$ cat src/rtl/video_timing_gen.sv
// Parametrised raster timing generator: pixel enable, H/V counters, sync/blank,
// shifter load strobes, frame counter and frame-synchronous screen flip.
module video_timing_gen #(
    parameter int unsigned CLK_DIV  = 2,
    parameter int unsigned H_TOTAL  = 320,
    parameter int unsigned H_ACTIVE = 256,
    parameter int unsigned HS_START = 260,
    parameter int unsigned HS_END   = 288,
    parameter int unsigned V_TOTAL  = 262,
    parameter int unsigned V_ACTIVE = 224,
    parameter int unsigned VS_START = 230,
    parameter int unsigned VS_END   = 234,
    parameter bit          HS_POL   = 1'b1,
    parameter bit          VS_POL   = 1'b1,
    parameter int unsigned SHIFT_W  = 8,
    parameter int unsigned FRAME_W  = 6,
    localparam int unsigned HW      = $clog2(H_TOTAL),
    localparam int unsigned VW      = $clog2(V_TOTAL)
) (
    input  logic               clk,
    input  logic               RESET_n,
    input  logic               flip,
    output logic               pxl_cen,
    output logic [HW-1:0]      hcnt,
    output logic [VW-1:0]      vcnt,
    output logic [HW-1:0]      scr_h,
    output logic [VW-1:0]      scr_v,
    output logic               flip_q,
    output logic               hsync,
    output logic               vsync,
    output logic               hblank,
    output logic               vblank,
    output logic               load,
    output logic               vb_start,
    output logic [FRAME_W-1:0] frame_cnt,
    output logic               sparkle
);

    localparam int unsigned DW = (CLK_DIV > 1) ? $clog2(CLK_DIV) : 1;
    localparam logic [DW-1:0] DIV_LAST  = DW'(CLK_DIV - 1);
    localparam logic [HW-1:0] LOAD_MASK = HW'(SHIFT_W - 1);

    if (CLK_DIV < 1) begin : g_bad_div
        $error("video_timing_gen: CLK_DIV must be at least 1");
    end
    if (!(H_ACTIVE < HS_START && HS_START < HS_END && HS_END <= H_TOTAL)) begin : g_bad_h
        $error("video_timing_gen: illegal horizontal timing");
    end
    if (!(V_ACTIVE <= VS_START && VS_START < VS_END && VS_END <= V_TOTAL)) begin : g_bad_v
        $error("video_timing_gen: illegal vertical timing");
    end
    if (SHIFT_W == 0 || (SHIFT_W & (SHIFT_W - 1)) != 0) begin : g_bad_shift
        $error("video_timing_gen: SHIFT_W must be a power of 2");
    end

    logic [DW-1:0]      div_q, div_d;
    logic               pxl_cen_q, pxl_cen_d;
    logic [HW-1:0]      hcnt_q, hcnt_d;
    logic [VW-1:0]      vcnt_q, vcnt_d;
    logic [HW-1:0]      scr_h_q, scr_h_d;
    logic [VW-1:0]      scr_v_q, scr_v_d;
    logic               flip_frame_q, flip_frame_d;
    logic               hsync_q, hsync_d;
    logic               vsync_q, vsync_d;
    logic               hblank_q, hblank_d;
    logic               vblank_q, vblank_d;
    logic               load_q, load_d;
    logic               vb_start_q, vb_start_d;
    logic [FRAME_W-1:0] frame_q, frame_d;

    logic h_last_c;
    logic v_last_c;
    logic hs_act_c;
    logic vs_act_c;

    // Next-state for counters, then decodes computed from the next count so
    // every registered output lines up with the count it describes.
    always_comb begin
        div_d        = (div_q == DIV_LAST) ? '0 : div_q + DW'(1);
        pxl_cen_d    = (div_d == DIV_LAST);
        hcnt_d       = hcnt_q;
        vcnt_d       = vcnt_q;
        flip_frame_d = flip_frame_q;
        frame_d      = frame_q;
        vb_start_d   = 1'b0;
        h_last_c     = (hcnt_q == HW'(H_TOTAL - 1));
        v_last_c     = (vcnt_q == VW'(V_TOTAL - 1));

        if (pxl_cen_q) begin
            if (h_last_c) begin
                hcnt_d = '0;
                if (v_last_c) begin
                    vcnt_d       = '0;
                    flip_frame_d = flip;
                end else begin
                    vcnt_d = vcnt_q + VW'(1);
                end
                vb_start_d = (vcnt_d == VW'(V_ACTIVE));
            end else begin
                hcnt_d = hcnt_q + HW'(1);
            end
        end
        if (vb_start_d) begin
            frame_d = frame_q + FRAME_W'(1);
        end

        hblank_d = (hcnt_d >= HW'(H_ACTIVE));
        vblank_d = (vcnt_d >= VW'(V_ACTIVE));
        hs_act_c = (hcnt_d >= HW'(HS_START)) && ({1'b0, hcnt_d} < (HW + 1)'(HS_END));
        vs_act_c = (vcnt_d >= VW'(VS_START)) && ({1'b0, vcnt_d} < (VW + 1)'(VS_END));
        hsync_d  = HS_POL ? hs_act_c : ~hs_act_c;
        vsync_d  = VS_POL ? vs_act_c : ~vs_act_c;
        load_d   = pxl_cen_d && ((hcnt_d & LOAD_MASK) == LOAD_MASK);

        // Mirroring applies to visible pixels only; blanking passes raw counts.
        if (flip_frame_d && !hblank_d && !vblank_d) begin
            scr_h_d = HW'(H_ACTIVE - 1) - hcnt_d;
            scr_v_d = VW'(V_ACTIVE - 1) - vcnt_d;
        end else begin
            scr_h_d = hcnt_d;
            scr_v_d = vcnt_d;
        end
    end

    always_ff @(posedge clk or negedge RESET_n) begin
        if (!RESET_n) begin
            div_q        <= '0;
            pxl_cen_q    <= 1'b0;
            hcnt_q       <= '0;
            vcnt_q       <= '0;
            scr_h_q      <= '0;
            scr_v_q      <= '0;
            flip_frame_q <= 1'b0;
            hsync_q      <= ~HS_POL;
            vsync_q      <= ~VS_POL;
            hblank_q     <= 1'b0;
            vblank_q     <= 1'b0;
            load_q       <= 1'b0;
            vb_start_q   <= 1'b0;
            frame_q      <= '0;
        end else begin
            div_q        <= div_d;
            pxl_cen_q    <= pxl_cen_d;
            hcnt_q       <= hcnt_d;
            vcnt_q       <= vcnt_d;
            scr_h_q      <= scr_h_d;
            scr_v_q      <= scr_v_d;
            flip_frame_q <= flip_frame_d;
            hsync_q      <= hsync_d;
            vsync_q      <= vsync_d;
            hblank_q     <= hblank_d;
            vblank_q     <= vblank_d;
            load_q       <= load_d;
            vb_start_q   <= vb_start_d;
            frame_q      <= frame_d;
        end
    end

    assign pxl_cen   = pxl_cen_q;
    assign hcnt      = hcnt_q;
    assign vcnt      = vcnt_q;
    assign scr_h     = scr_h_q;
    assign scr_v     = scr_v_q;
    assign flip_q    = flip_frame_q;
    assign hsync     = hsync_q;
    assign vsync     = vsync_q;
    assign hblank    = hblank_q;
    assign vblank    = vblank_q;
    assign load      = load_q;
    assign vb_start  = vb_start_q;
    assign frame_cnt = frame_q;
    assign sparkle   = frame_q[FRAME_W-1];

endmodule

$ cat config.mk
export PLATFORM = sky130hd
export DESIGN_NAME = video_timing_gen
export DESIGN_NICKNAME = d
export VERILOG_FILES = /design/src/rtl/video_timing_gen.sv
export SDC_FILE = /design/constraint.sdc
export NUM_CORES = 1
export LEC_CHECK = 0
export ABC_AREA = 1
export BUFFER_PORTS_ARGS = -buffer_cell sky130_fd_sc_hd__buf_4
export CAP_MARGIN = 20
export CORE_ASPECT_RATIO = 1.5
export CORE_MARGIN = 2
export CORE_UTILIZATION = 55
export DETAILED_ROUTE_END_ITERATION = 16
export PLACE_DENSITY = 0.8
export REMOVE_ABC_BUFFERS = 1
export SLEW_MARGIN = 25
export SYNTH_ARGS = -nofsm -noshare
export SYNTH_HDL_FRONTEND = slang
export SYNTH_SLANG_ARGS = --single-unit
$ cat constraint.sdc
create_clock -name clk -period 2.9 [get_ports clk]
set_clock_uncertainty 0.15 [all_clocks]
set_input_delay 0.29 -clock clk [delete_from_list [all_inputs] [get_ports clk]]
set_output_delay 0.29 -clock clk [all_outputs]
set_load 0.01 [all_outputs]
# Word-level counts from Yosys, hierarchy flattened
# Cells that the tools add are included.
[word_totals]
ff_bits = 50
inputBits = 3
out_inout_bits = 51
elab_cells = 51
[op_classes]
n_addsub = 6
order_cmp = 6
n_eq_ne = 4
mux = 15
n_reduce_logical = 7
[ops]
columns = ["operator", "count"]
rows = [
  ["9-bit 2-to-1 mux", 9],
  ["9-bit by 1-bit adder with 9-bit output (second input constant)", 2],
  ["9-bit equality test (second input constant)", 2],
  ["9-bit by 8-bit greater-or-equal comparator with 1-bit output (second input constant)", 2],
  ["9-bit greater-or-equal comparator (second input constant)", 2],
  ["8-bit by 9-bit subtractor with 9-bit output (first input constant)", 2],
  ["9-bit by 8-bit equality test with 1-bit output (second input constant)", 1],
  ["9-bit by 8-bit < comparator with 1-bit output (second input constant)", 1],
  ["9-bit < comparator (second input constant)", 1],
  ["6-bit by 1-bit adder with 6-bit output (second input constant)", 1],
  ["1-bit 2-to-1 mux", 6],
  ["1-bit logical AND", 5],
  ["3-bit equality test (second input constant)", 1],
  ["1-bit zero test", 2],
  ["1-bit adder (second input constant)", 1],
]

# Longest topological paths before layout
# Gate-level depths: netlist of run 1.
[depth]
depth_word = 10
mapped_depth = 16
depth_no_buf = 14

# Least setup slack after synthesis of run 1
# OpenSTA, ideal clock, no wires.
[synth_path]
kind = "register -> register"
from = "register hcnt_q[0], in the netlist hcnt[0]"
to = "register scr_h_q[5], in the netlist scr_h[5]"
setup_ns = 0.116
arrival_ns = 2.178
t_required_ns = 2.634
slack_ns = 0.456
path_stages_with_launch = 16
n_path_buf = 2
synth_period_minus_slack_ns = 2.444
path_cell_list = "dfrtp_1 -> ha_1 -> nand2_1 -> inv_2 -> nand2_4 -> nor2_8 -> buf_2 -> nor2_1 -> a21oi_1 -> ha_1 -> nand3_1 -> nand2_2 -> nor2_8 -> buf_6 -> nand2_1 -> nand2_1"
[synth_via]
word_cells_on_any_way = 16
classes_between = "add/sub: 2; order compare: 2; eq/ne: 1; mux: 7; reduce/logical: 4"
[synth_rtl]
columns = ["element", "line", "text"]
rows = [
  ["from (decl)", "58", "logic [HW-1:0] hcnt_q, hcnt_d;"],
  ["from (signal assigned)", "144", "hcnt_q <= hcnt_d;"],
  ["9-bit equality test", "86", "h_last_c = (hcnt_q == HW'(H_TOTAL - 1));"],
  ["9-bit 2-to-1 mux", "90", "if (h_last_c) begin"],
  ["9-bit 2-to-1 mux", "89", "if (pxl_cen_q) begin"],
  ["named net vcnt_d[6]", "59", "logic [VW-1:0] vcnt_q, vcnt_d;"],
  ["9-bit by 8-bit greater-or-equal comparator with 1-bit output", "108", "vblank_d = (vcnt_d >= VW'(V_ACTIVE));"],
  ["named net vblank_d", "66", "logic vblank_q, vblank_d;"],
  ["1-bit zero test", "116", "if (flip_frame_d && !hblank_d && !vblank_d) begin"],
  ["1-bit logical AND", "116", ""],
  ["9-bit 2-to-1 mux", "116", ""],
  ["named net scr_h_d[5]", "60", "logic [HW-1:0] scr_h_q, scr_h_d;"],
  ["to (signal assigned)", "146", "scr_h_q <= scr_h_d;"],
  ["to (decl)", "60", ""],
]
# The timed path passes the listed nets, and every way through them passes these cells.
# A chain may end at the register's enable or synchronous reset.

# Worst setup path after layout of run 1
[layout_path]
from = "register vcnt_q[0], in the netlist vcnt[0]"
to = "register scr_h_q[0], in the netlist scr_h[0]"
[layout_via]
elab_chain_len = 10
word_cells_on_any_way = 15
classes_between = "add/sub: 1; order compare: 1; eq/ne: 1; mux: 9; reduce/logical: 3"
[layout_rtl]
columns = ["element", "line", "text"]
rows = [
  ["from (decl)", "59", ""],
  ["from (signal assigned)", "145", "vcnt_q <= vcnt_d;"],
  ["9-bit by 1-bit adder with 9-bit output / 9-bit equality test (equally long branches)", "96, 87", ""],
  ["9-bit 2-to-1 mux *", "92", "if (v_last_c) begin"],
  ["9-bit 2-to-1 mux *", "90", ""],
  ["9-bit 2-to-1 mux *", "89", ""],
  ["9-bit 2-to-1 mux *", "90", ""],
  ["9-bit 2-to-1 mux *", "89", ""],
  ["named net vcnt_d[6]", "59", ""],
  ["9-bit by 8-bit greater-or-equal comparator with 1-bit output *", "108", ""],
  ["named net vblank_d", "66", ""],
  ["1-bit zero test *", "116", ""],
  ["1-bit logical AND *", "116", ""],
  ["9-bit 2-to-1 mux *", "116", ""],
  ["named net scr_h_d[0]", "60", ""],
]
# Mark *: on every way through the listed nets, which the timed path passes. The rest lies on a longest branch. The select of a mux whose other input is x is not followed.

==> results.md, run 1 <==
- Status: complete, no violations
- Floorplan die height: 88.4 µm
- CTS buffer count: 5
- Wire length per cell: 12.6 µm
- Final hold violations: 0
- Crit-path cells: ha_1 -> nand2_1 -> nor2_1 -> nand3_1 -> nand2_1 -> a21oi_1 -> ha_1 -> nand3_1 -> nand2_2 -> nor2_8 -> inv_4 -> nand2_1 -> nand2_1
- Core area: 0.00454 mm²
- Asr flop ratio synth: 100%
- Power Density: ~380 mW/mm²
- Maxcap violations: 0
- First-pass GRT wire length: 9730 µm
- Critical Path Source Type: flop
- Post-synth EDFFs: 0
- Placed Instances: 455
- DRT Wirelength: slightly below 6000 µm
- Vias/cell: 4.95
- Latest clock arrival within the worst-skew pair: roughly 0.3 ns
- Setup violators final: 0
- Initial Util: a little under three fifths
- GRT Total Usage: around a quarter
- RSZ-0062 raised after global routing: no
- Initial DRC count: 151
- IO Count: 54
- Max Root-Sink Buffers: 2
- Fin Hold WS: 0.162 ns
- Max-slew violations: 0
- Fmax: 376 MHz
- Clock sinks: 48
- Final TNS setup: 0 ns
- Crit path top cell by count: nand2_1
- PnR Total Power: 0.00119 W
- Placed Instance Area: 0.00303 mm²
- Post-CTS sizing: 0
- # DRC: 0
- Synth Area per Inst: 7.54 µm²
- Worst path arrival time: about 2.7 ns
- Post-route cell area: approximately 0.0032 mm²
- Area leader, netlist: dfrtp_1
- Post-synthesis sequential area ratio: 46.0%
- Die W: 60.2 µm
- Leading post-synthesis cells by cell area: dfrtp_1 (46%), nand2_1 (18%), inv_1 (7.8%)
- Tmin final: 2.66 ns
- CTS tree: built
- Final period util: 91.8%
- Top FF cell, synth: dfrtp_1
- CP max stage delay: between 0.4 and 0.5 ns
- N_diodes: 0
- Full die area: 0.00532 mm²
- Worst-path fanout max: 18
- Final net count: 407
- Grt total ovfl: 0
- Crit path kind: reg -> reg
- Via count: 2299
- Area grow syn2layout: 21.2%
- CTS H-Tree Depth: 2
- Synth unique cells: 30
- Slew headroom: 60.9%
- Crit. End Element: flop
- Largest net degree at the start of global routing: 49
- Antenna violations before repair: 0
- Share of post-route cells with drive strength above 1: 20.0%
- Final ANT Viol Nets: 0
- Flops & latches, synth: 48
- Post-Syn Instances: 346
- CTS root buffer: clkbuf_8
- HP Class: in -> reg
- Slew @ Worst Pin: a little under 0.6 ns
- I/O Buffers: 53
- Row count: 30
- Mapped Area: ~0.0026 mm²
- Synth Warn #: 0
- Worst-path clk slew: roughly 0.09 ns
- Top cell type's share of synthesized area: around 46%
- Vias in the first global route: 2225
- P_leak: slightly below 2 nW
- Crit path max-delay cell type: dfrtp_1
- Max IR drop VDD: 0.000333 V
- Hpwl dp: 4330 µm
- Routability Congestion: 0.880
- CP required: just under 3 ns
- Post-Layout Cell Count: 464
- Pre-antenna DRT Iters: 4
where the power goes:
group	internal [W]	leakage [nW]	total (W)	switching, W
combinational	0.00000270	1.21	0.0000153	0.0000125
sequential	0.000669	0.647	0.000669	0
clock	0.000282	0.0614	0.000504	0.000222
total	0.000953	1.92	0.00119	0.000234
state kept, by name, summed over array words and instances, names as in the netlist:
name	count
vcnt	8
scr_h	8
hcnt	9
hsync	1
hblank	1
frame_cnt	6
vsync	1
load	1
vblank	1
vb_start	1
flip_q	1
pxl_cen	1
scr_v	9
repair_timing:
item,4_1_cts,5_1_grt
hold endpoints to repair,48,0
hold buffers,1,0
buffers inserted,0,0
cells in the mapped netlist (2+ instances only):
library cell / n
xnor2_1: 2
xor2_1: 7
buf_2: 4
inv_1: 54
nand2_1: 122
ha_1: 5
nor3_1: 7
inv_2: 6
nor2_8: 2
o21ai_0: 9
dfrtp_1: 48
buf_4: 3
nand2_2: 2
nand4_1: 12
nand3_1: 20
nor2_1: 28
buf_6: 2
worst max-delay path, delay by kind of cell, from the launching register on:
kind	cells	cell delay, ns
AO/OA/AOI/OAI	1	0.15
adder cells (fa/ha/maj)	2	0.49
buffers and inverters	1	0.14
AND/OR/NAND/NOR	9	1.16
flip-flops	1	0.47
kinds of logic after synthesis:
group,Yosys count,share of synthesized area [%]
buffers and inverters,70,11.4
DFF,48,46.0
and+or+nand+nor,199,33.7
AOI/OAI and AO/OA,15,3.50
adders and majority gates,5,2.40
xor gates and xnor gates,9,3.02
cells in the final DEF (no fill, tap or decap), types with 7 or more instances in the layout:
cell,n
inv_1,54
nand3_1,20
xor2_1,7
o21ai_0,9
nand2_1,122
nor2_1,28
buf_4,54
dfrtp_1,48
nand4_1,12
nor3_1,7
metrics by stage:
stage	setup slack (ns)	utilization, %
after CTS	0.236	69.6
after global routing	0.0238	69.6
after global placement	0.278	66.7
final	0.239	69.6
after detailed placement	0.259	66.7
after floorplan	0.590	-
layout make-up:
type                       count  area, µm²
fill                         386       1380
multi-input combinational    228       1110
clock inverter                 2       38.8
tap                           64       80.1
sequential                    48       1200
clock buffer                   6       82.6
timing repair buffer          55        415
inverter                      61        231
per-layer routing:
metal	up-vias	global-route usage (%)	wire length, µm
li1	1161	-	-
met1	1067	29.8	2350
met2	64	42.0	3190
met3	7	2.92	239
met4	0	9.70	78
met5	-	0	0
worst paths after layout:
| kind | startpoint | end | slack, ns | cells after the start |
|---|---|---|---|---|
| worst max-delay path | vcnt[0]$_DFF_PN0_ | scr_h[0]$_DFF_PN0_ | 0.24 | 13 |
| worst min-delay path | flip | flip_q$_DFF_PN0_ | 0.16 | 5 |
| worst max register to register | vcnt[0]$_DFF_PN0_ | scr_h[0]$_DFF_PN0_ | 0.24 | 13 |
| worst min register to register | frame_cnt[4]$_DFFE_PN0P_ | frame_cnt[4]$_DFFE_PN0P_ | 0.41 | 2 |
| max in group asynchronous | RESET_n | pxl_cen$_DFF_PN0_ | 1.82 | 2 |
| min in group asynchronous | RESET_n | hblank$_DFF_PN0_ | 0.38 | 2 |
Note: power is estimated with default switching activity, not from simulation.
==> run 2: changes to the inputs <==
- CORE_UTILIZATION: 55 -> 59
- PLACE_DENSITY: 0.8 -> 0.85
- clock period: 2.9 -> 3.44 ns (I/O delays scaled with it)
==> run 2 against run 1 <==
Sequential share of layout area increased by 0.70 points. Via count increased by 1.7%. Sequential power decreased by 16%. Setup slack improved by 0.50 ns.
==> results.md, run 2 (synthesized netlist as in run 1, its figures left out) <==
- Final net count: 406
- Register area: 0.00120 mm²
- CP required: 3.48 ns
- Critical Path Source Type: flop
- Most frequent cells in the layout: nand2_1 (122), inv_1 (54), buf_4 (53)
- Crit path kind: reg -> reg
- DRT Wirelength: 6040 µm
- Initial DRC count: 114
- Row count: 29
- Largest net degree at the start of global routing: 49
- N_diodes: 0
- Setup crit end: scr_v[4]$_DFF_PN0_
- Full die area: 0.00498 mm²
- Area grow syn2layout: 18.9%
- RSZ-0062 raised after global routing: no
- IO Count: 54
- Fin Hold WS: between 0.15 and 0.2 ns
- Post-Layout Cell Count: 445
- CTS buffer count: 5
- R2r startpoint: vcnt[0]$_DFF_PN0_
- GRT Total Usage: between 20% and 30%
- Final worst slack: roughly 0.74 ns
- Setup violators final: 0
- HP Class: in -> reg
- Die W: 58.3 µm
- Setup Fix Bufs, Post-CTS: 0
- Multi-input gate area: 0.00111 mm²
- Final hold violations: 0
- Wire length per cell: around 14 µm
- Initial Util: 61.5%
- Pre-antenna DRT Iters: 4
- Max Root-Sink Buffers: 2
- # DRC: 0
- CTS tree: built
- Vias/cell: 5.25
- Via count: 2338
- Final TNS setup: 0 ns
- Status: complete, no violations
- Reg2Reg Capture Point: scr_v[4]$_DFF_PN0_
- I/O Buffers: between 50 and 60
- CTS H-Tree Depth: 2
- Placed Instances: 436
- Hpwl dp: 4510 µm
- Antenna violations before repair: 0
- Final Core Density: 73.1%
- Vias in the first global route: 2333
- Worst-path clk slew: 0.09 ns
- Max-slew violations: 0
- Core area: around 0.0042 mm²
- Max IR drop VDD: 0.000312 V
- Commonest non-fill, non-tap cell in the layout: nand2_1
- Final ANT Viol Nets: 0
- Clock sinks: 48
- Tmin final: between 2 and 3 ns
- First-pass GRT wire length: about 10000 µm
- Routability Congestion: around 0.83
- Worst slack, placed: 0.785 ns
- Slew headroom: 60.1%
- Flop-to-flop setup slack: 0.74 ns
- Slew @ Worst Pin: around 0.60 ns
- Power Density: a little under 300 mW/mm²
- Worst-path fanout max: 18
- Worst path arrival time: 2.74 ns
- Share of post-route cells with drive strength above 1: 19.5%
- R2R cell count: 13
- Grt total ovfl: 0
- Fmax: 371 MHz
- P_leak: 1.90 nW
- Floorplan die height: 85.4 µm
- Crit. End Element: flop
- Maxcap violations: 0
- Fill cells: 335
- Worst setup startpoint: vcnt[0]$_DFF_PN0_
- Final period util: 78.4%
- CTS root buffer: clkbuf_8
- Latest clock arrival within the worst-skew pair: 0.30 ns
[run 2: cell count changes in the layout (fill, tap and decap cells not counted), sizes merged]
| cell | delta |
|---|---|
| bufinv | -1 |
| clkbuf | +1 |
| clkinvlp | +1 |
| buf | -1 |
| clkinv | -1 |
[run 2: area by class of cell]
type | count | share of cell area (%)
sequential | 48 | 38.7
clock inverter | 1 | 0.242
clock buffer | 7 | 2.78
inverter | 61 | 7.46
multi-input combinational | 228 | 35.8
timing repair buffer | 54 | 13.1
tap | 46 | 1.85
[run 2: critical path, cell delays in order (launching register included)]
cell and delay, ns:
dfrtp_1 0.46, ha_1 0.24, nand2_1 0.07, nor2_1 0.18, nand3_1 0.11, nand2_1 0.17, a21oi_1 0.15, ha_1 0.26
nand3_1 0.13, nand2_2 0.11, nor2_8 0.25, inv_4 0.14, nand2_1 0.09, nand2_1 0.06
[run 2: what timing repair did]
| item | 4_1_cts | 5_1_grt |
|---|---|---|
| hold buffers | 1 | 0 |
| endpoints found under the hold margin | 48 | 0 |
| gates resized for setup | 0 | 0 |
[run 2: stage by stage]
| stage | cell area (µm²) | power [W] |
|---|---|---|
| global placement | 3000 | 0.000588 |
| floorplan | 2540 | 0.000575 |
| CTS | 3100 | 0.000931 |
| global route | 3100 | 0.000956 |
| detailed placement | 3000 | 0.000588 |
| finish | 3100 | 0.000926 |
[run 2: layer usage]
metal  vias to the layer above  GRT usage (%)  wire (µm)
met5                         -              0          0
met4                         0           12.3        148
met3                        14           4.12        227
met2                        58           46.2       3270
met1                      1109           33.6       2400
li1                       1157              -          -
[run 2: worst min path at each step]
stage	startpoint	endpoint	slack [ns]	depth (start not counted)
2_1_floorplan	RESET_n	flip_q$_DFF_PN0_	-0.10	0
3_3_place_gp	RESET_n	hblank$_DFF_PN0_	0.23	1
3_5_place_dp	RESET_n	hblank$_DFF_PN0_	0.24	1
4_1_cts	flip	flip_q$_DFF_PN0_	0.19	5
5_1_grt	flip	flip_q$_DFF_PN0_	0.24	5
6_report	flip	flip_q$_DFF_PN0_	0.20	5
[run 2: report_power, final]
part / switching, W / internal (W)
Clock: 0.000186 / 0.000164
Combinational: 0.0000107 / 0.00000227
Sequential: 0 / 0.000564
==> run 3: changes to the inputs <==
- CORE_UTILIZATION: 59 -> 55
- PLACE_DENSITY: 0.85 -> 0.8
- clock period: 3.44 -> 2.7 ns (I/O delays scaled with it)
==> run 3 against run 2 <==
Count of clock-buffer cells in the layout fell by 1. Flip-flop and latch count is the same. Largest cell class unchanged. Sequential share of layout area shrank 1.3 points. Highest routed layer unchanged. Non-clock buffer count rose by 7. Global-route usage is 3.3 points lower. Power grew 37%. Wire length down 5.0%.
==> results.md, run 3 (synthesized netlist as in run 1, its figures left out) <==
- Status: complete, no violations
- Latest clock arrival within the worst-skew pair: approximately 0.3 ns
- Tmin final: about 2.5 ns
- Crit. End Element: flop
- Clock Power Share: roughly 42%
- HP Class: in -> reg
- P_leak: 1.95 nW
- Reg2Reg Capture Point: scr_v[8]$_DFF_PN0_
- Fin Hold WS: roughly 0.14 ns
- CTS buffer count: 5
- Pre-antenna DRT Iters: 4
- Core area: 0.00454 mm²
- CTS tree: built
- Wire length per cell: 12.2 µm
- I/O Buffers: 53
- Worst path arrival time: 2.54 ns
- Slew headroom: around 60%
- # DRC: 0
- Setup violators final: 0
- Worst-path clk slew: 0.09 ns
- Met2 wire length: 3100 µm
- Row count: 30
- Register area: 0.00120 mm²
- Max IR drop VDD: 0.000521 V
- CP required: between 2 and 3 ns
- Via count: 2342
- Flop-to-flop setup slack: 0.20 ns
- Worst hold path startpoint: flip
- Top Layer Used: met4
- PnR Total Power: 0.00127 W
- GRT Total Usage: 24.0%
- Most frequent cells in the layout: nand2_1 (122), buf_4 (60), inv_1 (54)
- N_diodes: 0
- Critical Path Source Type: flop
- DRT Wirelength: 5740 µm
- Antenna violations before repair: 0
- CTS root buffer: clkbuf_8
- Placed Instance Area: 0.00305 mm²
- Hold Path End: flip_q$_DFF_PN0_
- Initial DRC count: 157
- CTS H-Tree Depth: 2
- Die W: 60.2 µm
- Largest net degree at the start of global routing: 49
- Clock sinks: 48
- Power Density: between 300 and 400 mW/mm²
- Slew @ Worst Pin: 0.589 ns
- Share of post-route cells with drive strength above 1: 22.2%
- Routed met3 length: 223 µm
- Switching pwr: 0.000248 W
- Int Power: 0.00102 W
- Sequential Power Share: between 50% and 60%
- Final period util: between 90% and 100%
- Max Root-Sink Buffers: 2
- Maxcap violations: 0
- First-pass GRT wire length: 9590 µm
- Fill cells: 368
- Logic pwr share: 1.3%
- Fmax: approximately 400 MHz
- Final ANT Viol Nets: 0
- IO Count: 54
- Vias/cell: around 5
- Commonest non-fill, non-tap cell in the layout: nand2_1
- Vias in the first global route: 2171
- RSZ-0062 raised after global routing: no
- Full die area: 0.00532 mm²
- Switch share: 19.5%
- Floorplan die height: 88.4 µm
- R2R cell count: 14
- Grt total ovfl: 0
- Final Core Density: 70.8%
- Crit path kind: reg -> reg
- Multi-input gate area: 0.00112 mm²
- Routed length on met1: approximately 2300 µm
- Post-route cell area: 0.00322 mm²
- Max-slew violations: 0
- R2r startpoint: vcnt[1]$_DFF_PN0_
- Final hold violations: 0
- Initial Util: 57.4%
- Area grow syn2layout: 23.3%
- Final net count: 413
- Number of cells on the worst hold path: 5
- Routability Congestion: 0.889
- Hpwl dp: between 4000 and 5000 µm
- Worst-path fanout max: 6
## run 3: power by group through the flow
stage | registers (W) | clock network, W | logic [W]
final | 0.000718 | 0.000538 | 0.0000165
after detailed placement | 0.000732 | 0 | 0.0000166
after floorplan | 0.000733 | 0 | 0.000000267
after global routing | 0.000718 | 0.000584 | 0.0000196
after CTS | 0.000718 | 0.000548 | 0.0000177
after global placement | 0.000732 | 0 | 0.0000163
## run 3: worst max-delay path, cell delays in order, from the launching register on
cell and delay (ns):
dfrtp_1 0.43, ha_1 0.24, nand2_1 0.08, nor2_2 0.16
nand2_1 0.07, nand2_1 0.06, nand2_1 0.12, a21oi_2 0.24
ha_1 0.22, nand3_1 0.12, nand2_2 0.14, nor2_8 0.07
buf_4 0.15, nand3_1 0.06, nand2_1 0.06
## run 3: area by class of cell
| type | count | area share, % |
|---|---|---|
| clock inverters | 2 | 1.21 |
| flip-flops and latches | 48 | 37.4 |
| well taps | 64 | 2.49 |
| repair buffers | 61 | 14.3 |
| inverters | 61 | 7.20 |
| multi-input cells | 228 | 34.8 |
| clock buffers | 6 | 2.57 |
## run 3: routing by layer
layer	vias up	track usage, %
met3	10	3.95
met4	0	9.90
li1	1172	-
met2	61	41.4
met5	-	0
met1	1099	29.2
## run 3: worst max-delay path by stage
stage | startpoint | endpoint | slack [ns] | cells past startpoint
floorplan | vcnt[0]$_DFF_PN0_ | scr_v[6]$_DFF_PN0_ | 0.39 | 13
global placement | vcnt[0]$_DFF_PN0_ | scr_v[2]$_DFF_PN0_ | 0.06 | 13
detailed placement | vcnt[0]$_DFF_PN0_ | scr_v[1]$_DFF_PN0_ | -0.004 | 13
CTS | vcnt[0]$_DFF_PN0_ | scr_h[2]$_DFF_PN0_ | 0.01 | 14
global route | vcnt[1]$_DFF_PN0_ | scr_h[0]$_DFF_PN0_ | 0.001 | 14
finish | vcnt[1]$_DFF_PN0_ | scr_v[8]$_DFF_PN0_ | 0.20 | 14
## run 3: through the flow
| step | TNS (ns) | instances | setup slack (ns) |
|---|---|---|---|
| detailed placement | -0.00371 | 458 | -0.00371 |
| finish | 0 | 470 | 0.205 |
| CTS | 0 | 469 | 0.0106 |
| global route | 0 | 470 | 0.000983 |
| floorplan | 0 | 337 | 0.390 |
| global placement | 0 | 458 | 0.0639 |
## run 3: what timing repair did
action                     4_1_cts  5_1_grt
gates resized for setup          0        4
hold endpoints to repair        48        0
setup endpoints to repair        4       16
hold buffers                     1        0
pin swaps                        1        1
setup buffers                    2        1
